[src/rtl/decode_stage.sv]
`default_nettype none
// ============================================================================
// Module   : decode_stage
// Brief    : RISC-V style ID stage -- IF/ID pipeline register, 32-entry
//            register file with write-through reads, main/ALU decoder and
//            immediate extender.
// Revision : 1.0 - initial release
// ============================================================================
module decode_stage #(
    parameter int WIDTH = 32
) (
    input  logic             clk,
    input  logic             rst,
    input  logic [WIDTH-1:0] instr_f,
    input  logic [WIDTH-1:0] pc_f,
    input  logic [WIDTH-1:0] pc_plus4_f,
    input  logic             stall_d,
    input  logic             flush_d,
    input  logic             reg_write_w,
    input  logic [4:0]       rd_w,
    input  logic [WIDTH-1:0] result_w,
    output logic [WIDTH-1:0] pc_d,
    output logic [WIDTH-1:0] pc_plus4_d,
    output logic [WIDTH-1:0] rd1_d,
    output logic [WIDTH-1:0] rd2_d,
    output logic [WIDTH-1:0] imm_ext_d,
    output logic [4:0]       rs1_d,
    output logic [4:0]       rs2_d,
    output logic [4:0]       rd_d,
    output logic             valid_d,
    output logic             reg_write_d,
    output logic             mem_write_d,
    output logic             branch_d,
    output logic             jump_d,
    output logic             alu_src_d,
    output logic             illegal_d,
    output logic [1:0]       result_src_d,
    output logic [2:0]       alu_control_d
);

    localparam logic [WIDTH-1:0] c_nop     = WIDTH'(32'h0000_0013);
    localparam logic [6:0]       c_op_load = 7'b0000011;
    localparam logic [6:0]       c_op_store= 7'b0100011;
    localparam logic [6:0]       c_op_r    = 7'b0110011;
    localparam logic [6:0]       c_op_i    = 7'b0010011;
    localparam logic [6:0]       c_op_br   = 7'b1100011;
    localparam logic [6:0]       c_op_jal  = 7'b1101111;
    localparam logic [6:0]       c_op_jalr = 7'b1100111;
    localparam logic [6:0]       c_op_lui  = 7'b0110111;

    logic [WIDTH-1:0] r_instr;
    logic             r_valid;
    logic [WIDTH-1:0] r_regs [32];

    logic [31:0] w_instr;
    logic [31:0] w_imm;
    logic        w_reg_write, w_mem_write, w_branch, w_jump, w_alu_src, w_illegal;
    logic [1:0]  w_result_src;
    logic [2:0]  w_alu_control;
    logic [2:0]  w_alu_f3;
    logic        w_f3_ok;

    // IF/ID register: flush beats stall, stall holds, otherwise capture.
    always_ff @(posedge clk or negedge rst) begin
        if (!rst) begin
            r_instr    <= c_nop;
            pc_d       <= '0;
            pc_plus4_d <= '0;
            r_valid    <= 1'b0;
        end else if (flush_d) begin
            r_instr    <= c_nop;
            pc_d       <= '0;
            pc_plus4_d <= '0;
            r_valid    <= 1'b0;
        end else if (!stall_d) begin
            r_instr    <= instr_f;
            pc_d       <= pc_f;
            pc_plus4_d <= pc_plus4_f;
            r_valid    <= 1'b1;
        end
    end

    // Register file write port; x0 is never written.
    always_ff @(posedge clk or negedge rst) begin
        if (!rst) begin
            for (int i = 0; i < 32; i++) begin
                r_regs[i] <= '0;
            end
        end else if (reg_write_w && (rd_w != 5'd0)) begin
            r_regs[rd_w] <= result_w;
        end
    end

    assign w_instr = r_instr[31:0];
    assign rs1_d   = w_instr[19:15];
    assign rs2_d   = w_instr[24:20];
    assign rd_d    = w_instr[11:7];

    // Read ports: x0 reads zero, a same-cycle writeback is forwarded.
    always_comb begin
        rd1_d = '0;
        rd2_d = '0;
        if (rst && (rs1_d != 5'd0)) begin
            rd1_d = (reg_write_w && (rd_w == rs1_d)) ? result_w : r_regs[rs1_d];
        end
        if (rst && (rs2_d != 5'd0)) begin
            rd2_d = (reg_write_w && (rd_w == rs2_d)) ? result_w : r_regs[rs2_d];
        end
    end

    // funct3 to ALU operation shared by R-type and I-ALU instructions.
    always_comb begin
        w_alu_f3 = 3'b000;
        w_f3_ok  = 1'b1;
        case (w_instr[14:12])
            3'b000:  w_alu_f3 = 3'b000;
            3'b111:  w_alu_f3 = 3'b010;
            3'b110:  w_alu_f3 = 3'b011;
            3'b100:  w_alu_f3 = 3'b100;
            3'b010:  w_alu_f3 = 3'b101;
            default: w_f3_ok  = 1'b0;
        endcase
    end

    // Main decoder and immediate selection; unsupported encodings become bubbles.
    always_comb begin
        w_reg_write   = 1'b0;
        w_mem_write   = 1'b0;
        w_branch      = 1'b0;
        w_jump        = 1'b0;
        w_alu_src     = 1'b0;
        w_illegal     = 1'b0;
        w_result_src  = 2'b00;
        w_alu_control = 3'b000;
        w_imm         = '0;
        case (w_instr[6:0])
            c_op_load: begin
                w_reg_write  = 1'b1;
                w_alu_src    = 1'b1;
                w_result_src = 2'b01;
                w_imm        = {{20{w_instr[31]}}, w_instr[31:20]};
            end
            c_op_store: begin
                w_mem_write = 1'b1;
                w_alu_src   = 1'b1;
                w_imm       = {{20{w_instr[31]}}, w_instr[31:25], w_instr[11:7]};
            end
            c_op_r: begin
                w_reg_write   = w_f3_ok;
                w_illegal     = !w_f3_ok;
                w_alu_control = ((w_instr[14:12] == 3'b000) && w_instr[30]) ? 3'b001 : w_alu_f3;
            end
            c_op_i: begin
                w_reg_write   = w_f3_ok;
                w_illegal     = !w_f3_ok;
                w_alu_src     = 1'b1;
                w_alu_control = w_alu_f3;
                w_imm         = {{20{w_instr[31]}}, w_instr[31:20]};
            end
            c_op_br: begin
                w_branch      = 1'b1;
                w_alu_control = 3'b001;
                w_imm = {{20{w_instr[31]}}, w_instr[7], w_instr[30:25], w_instr[11:8], 1'b0};
            end
            c_op_jal: begin
                w_jump       = 1'b1;
                w_reg_write  = 1'b1;
                w_result_src = 2'b10;
                w_imm = {{12{w_instr[31]}}, w_instr[19:12], w_instr[20], w_instr[30:21], 1'b0};
            end
            c_op_jalr: begin
                w_jump       = 1'b1;
                w_reg_write  = 1'b1;
                w_alu_src    = 1'b1;
                w_result_src = 2'b10;
                w_imm        = {{20{w_instr[31]}}, w_instr[31:20]};
            end
            c_op_lui: begin
                w_reg_write   = 1'b1;
                w_alu_src     = 1'b1;
                w_alu_control = 3'b111;
                w_imm         = {w_instr[31:12], 12'b0};
            end
            default: w_illegal = 1'b1;
        endcase
    end

    generate
        if (WIDTH > 32) begin : g_imm_wide
            assign imm_ext_d = {{(WIDTH-32){w_imm[31]}}, w_imm};
        end else begin : g_imm_exact
            assign imm_ext_d = w_imm;
        end
    endgenerate

    // Side-effecting controls are squashed for an invalid slot; everything
    // reads as idle while reset is held.
    assign valid_d       = r_valid;
    assign reg_write_d   = r_valid & w_reg_write;
    assign mem_write_d   = r_valid & w_mem_write;
    assign branch_d      = r_valid & w_branch;
    assign jump_d        = r_valid & w_jump;
    assign illegal_d     = r_valid & w_illegal;
    assign alu_src_d     = rst & w_alu_src;
    assign result_src_d  = rst ? w_result_src  : 2'b00;
    assign alu_control_d = rst ? w_alu_control : 3'b000;

endmodule
`default_nettype wire

[config.mk]
export PLATFORM = sky130hd
export DESIGN_NAME = decode_stage
export DESIGN_NICKNAME = d
export VERILOG_FILES = /design/src/rtl/decode_stage.sv
export SDC_FILE = /design/constraint.sdc
export NUM_CORES = 2
export LEC_CHECK = 0
export ABC_CLOCK_PERIOD_IN_PS = 2100
export CAP_MARGIN = 20
export CORE_UTILIZATION = 45
export CTS_BUF_LIST = sky130_fd_sc_hd__clkbuf_2
export CTS_CLUSTER_SIZE = 20
export DETAILED_ROUTE_END_ITERATION = 8
export PLACE_DENSITY = 0.61
export SYNTH_ARGS = -nofsm -noshare
export SYNTH_HDL_FRONTEND = slang
export SYNTH_SLANG_ARGS = --single-unit
[constraint.sdc]
create_clock -name clk -period 2.1 [get_ports clk]
set_input_delay 0.42 -clock clk [delete_from_list [all_inputs] [get_ports clk]]
set_output_delay 0.42 -clock clk [all_outputs]
set_load 0.01 [all_outputs]
==> out/results.ini <==
[pwr]
power_switching_mw=20.86
swShare_pct=32.77
p_per_area_mw_per_mm2=739.2
power_frac_comb_pct=30.3
clkPwrFrac_pct=25.6
internal_power_mw=42.81
finalPower_mw=63.68
p_seq_share_pct=44.1
p_leak_nw=38.75
vdd_ir_drop_max_mv=0.5426

[routing]
drc=2
drtIter0Drc=4799
drtAntennaViolNets=0
wl_met1_mm=102.0
first_pass_iters=9
wl_mm=255.2
via_per_inst=6.101
wl_met3_mm=22.45
dr_wl_met2_mm=115.6
vias=51263
highest_layer=met5
wl_per_cell_um=30.37

[yosys]
synth_seq_cells=1121
synth_cell_type_count=55
async_reset_ff_share_pct=100.0
yosys_warnings=0
syn_inst=4578
synth_seq_area_share_pct=46.44
syn_avg_cell_area_um2=13.20
netlist_area_mm2=0.06041
synth_edf_count=0
ys.flop_type=dfrtp_1
syn_nets=4716

[final_layout]
layout-drive-gt1-share_pct=53.75
post-route-util_pct=64.63
num-fill-cells=9816
nNetsFinal=6551
area_delta_synth_final_pct=42.58
layout_common_cells=dfrtp_1, mux2_2, buf_4, mux2i_1, clkbuf_2
layout_commonest_cell=dfrtp_1
design_area_mm2=0.08614

[clock_network]
clk_latency_ps=1800
root_buffer=clkbuf_2
cts_sinks=1121
clk_path_buf_depth=4
numCtsBuffers=324
cts_tree=yes
htreeDepth=5
clk_pin_slew_ps=140

[global_route]
first_global_vias=52710
grt_util_all_layers_pct=35.59
antenna_found_initial=16
grt_pass1_wl_mm=355.2
grt_start_max_net_pins=166
overflow=0

[floorplanning]
ios=325
start_util_pct=45.33
fp.dieH_um=368.4
die_w_um=368.4
fp-row-count=134
die_area_mm2=0.1357
coreArea_mm2=0.1333

[sta]
tightest_slew_ps=1245
max_freq_ghz=0.2150
finalCriticalPeriod_ps=4652
hold_violations=0
slew_headroom_pct=16.98
drv_slew=0
fin_ws_ps=-2552
whs_ps=43.06
finClkSkew_ps=0
fin_crit_sh_pct=221.5
rsz0062_at_grt=true
finalSetupViolCount=202

[critical_path]
max_stage_delay_ps=440
cp_slowest_cell=dfrtp_1
crit_top_cell=buf_6
cp.required_ps=1680
cp-start-kind=register
worst_ep_arrival_time_ps=4230
worstPathCellList=buf_4 -> buf_6 -> nand4b_1 -> a21oi_4 -> buf_6 -> buf_6 -> buf_6 -> buf_6 -> buf_6 -> a22o_1 -> buf_2
crit_path_max_fanout=4
reg2reg_slack_ps=-110
cp-end-kind=output pin
critPathKind=reg2out

[flow_run]
cap_violations=0

[placed_design]
io_buffers=324
gp_congestion=0.8891
placed_area_mm2=0.07413
dp_hpwl_mm=146.0

[status]
status=complete, but fails checks
violations=DRC, setup timing

[hold_path]
hold_class=in2reg

-- power by group through the flow --
stage                     Sequential [mW]  Clock [mW]  Combinational [mW]
after global placement               28.1           0                16.1
final                                28.1        16.3                19.3
after detailed placement             28.3           0                16.4
after CTS                            27.9        16.3                18.1
after floorplan                      27.7           0                9.35
after global routing                 28.5        17.7                20.4
-- routing by layer --
layer,up-vias,GRT usage (%)
li1,21153,-
met3,934,8.814
met4,8,16.42
met2,2718,56.13
met5,-,0
met1,26450,46.14
-- through the flow --
step | setup slack, ps | setup TNS, ps | cells
6_report | -2552 | -311290 | 8403
5_1_grt | -2651 | -329130 | 8400
4_1_cts | -2651 | -315850 | 8291
3_5_place_dp | -1747 | -606030 | 7176
3_3_place_gp | -1803 | -591410 | 7176
2_1_floorplan | -170.7 | -4159 | 4578
-- worst max-delay path: cells and delay by family, from the launching register on --
family / cells / cell delay, ps
buffers and inverters: 8 / 920
flip-flops: 1 / 440
AND/OR/NAND/NOR: 1 / 370
AO/OA/AOI/OAI: 2 / 650
-- cell usage after synthesis (2+ instances only) --
cell,count,area (µm²)
nor3_1,5,25.02
o21a_1,2,15.01
buf_6,10,112.6
nand2b_1,6,37.54
and3_1,25,156.4
a31oi_1,42,262.8
a211oi_1,2,15.01
dfrtp_1,1118,27980
a211o_1,4,35.03
xnor2_1,2,17.52
nand4_1,5,31.28
buf_2,125,625.6
nand2_1,47,176.4
or2_2,4,25.02
nand3b_1,3,22.52
mux2i_1,785,7858
a32o_1,23,230.2
xor2_1,9,78.83
mux4_2,216,4865
dfstp_2,3,78.83
nand3_1,70,350.3
buf_1,61,229.0
clkbuf_1,226,848.3
a22oi_1,301,2260
a22o_1,8,70.07
a32oi_1,2,17.52
nor4_1,5,31.28
and2_1,15,93.84
buf_4,88,660.6
a21o_1,19,142.6
o21ai_0,25,125.1
inv_1,2,7.510
o221a_2,20,225.2
nor2_1,161,604.3
o22ai_1,19,118.9
a311oi_1,6,52.55
nor2b_1,19,118.9
nor3b_1,5,37.54
o22a_1,4,35.03
a21boi_0,2,15.01
a21oi_1,73,365.4
mux2_2,998,11240
-- sequential cells by signal, summed over array words and instances, names as in the netlist --
| register | cells |
|---|---|
| pc_d | 32 |
| pc_plus4_d | 32 |
| r_instr | 32 |
| r_regs | 1024 |
| valid_d | 1 |
-- logic make-up after synthesis --
family | Yosys count | synth area share [%]
xor+xnor | 11 | 0.1595
simple gates | 378 | 2.941
mux | 1999 | 39.66
buf+inv | 512 | 4.111
flops | 1121 | 46.44
compound gates | 557 | 6.689
-- repair_timing --
action,4_1_cts,5_1_grt
pin swaps,154,167
setup endpoints to repair,187,197
buffers inserted,155,122
hold buffers,420,1
gates cloned,21,11
resized for setup,1213,312
hold endpoints to repair,2210,1
-- area by class of cell --
cell class | count | area (µm²) | share of cell area (%)
Antenna cell | 15 | 37.54 | 0.04358
Clock buffer | 461 | 2307 | 2.678
Clock inverter | 72 | 367.9 | 0.4270
Inverter | 2 | 7.507 | 0.008715
Multi-Input combinational cell | 2946 | 32170 | 37.35
Sequential cell | 1121 | 28080 | 32.60
Tap cell | 1768 | 2212 | 2.568
Timing Repair Buffer | 2018 | 20950 | 24.32
-- worst paths after layout --
check,from,endpoint,cells past startpoint
worst min register to register,r_regs[1005],r_regs[1005],0
worst max register to register,pc_d[5],pc_d[5],5
min in group asynchronous,rst,valid_d,5
worst min-delay path,stall_d,r_instr[20],6
max in group asynchronous,rst,r_regs[763],6
worst max-delay path,r_instr[6],imm_ext_d[1],11
Note: power is estimated with default switching activity, not from simulation.
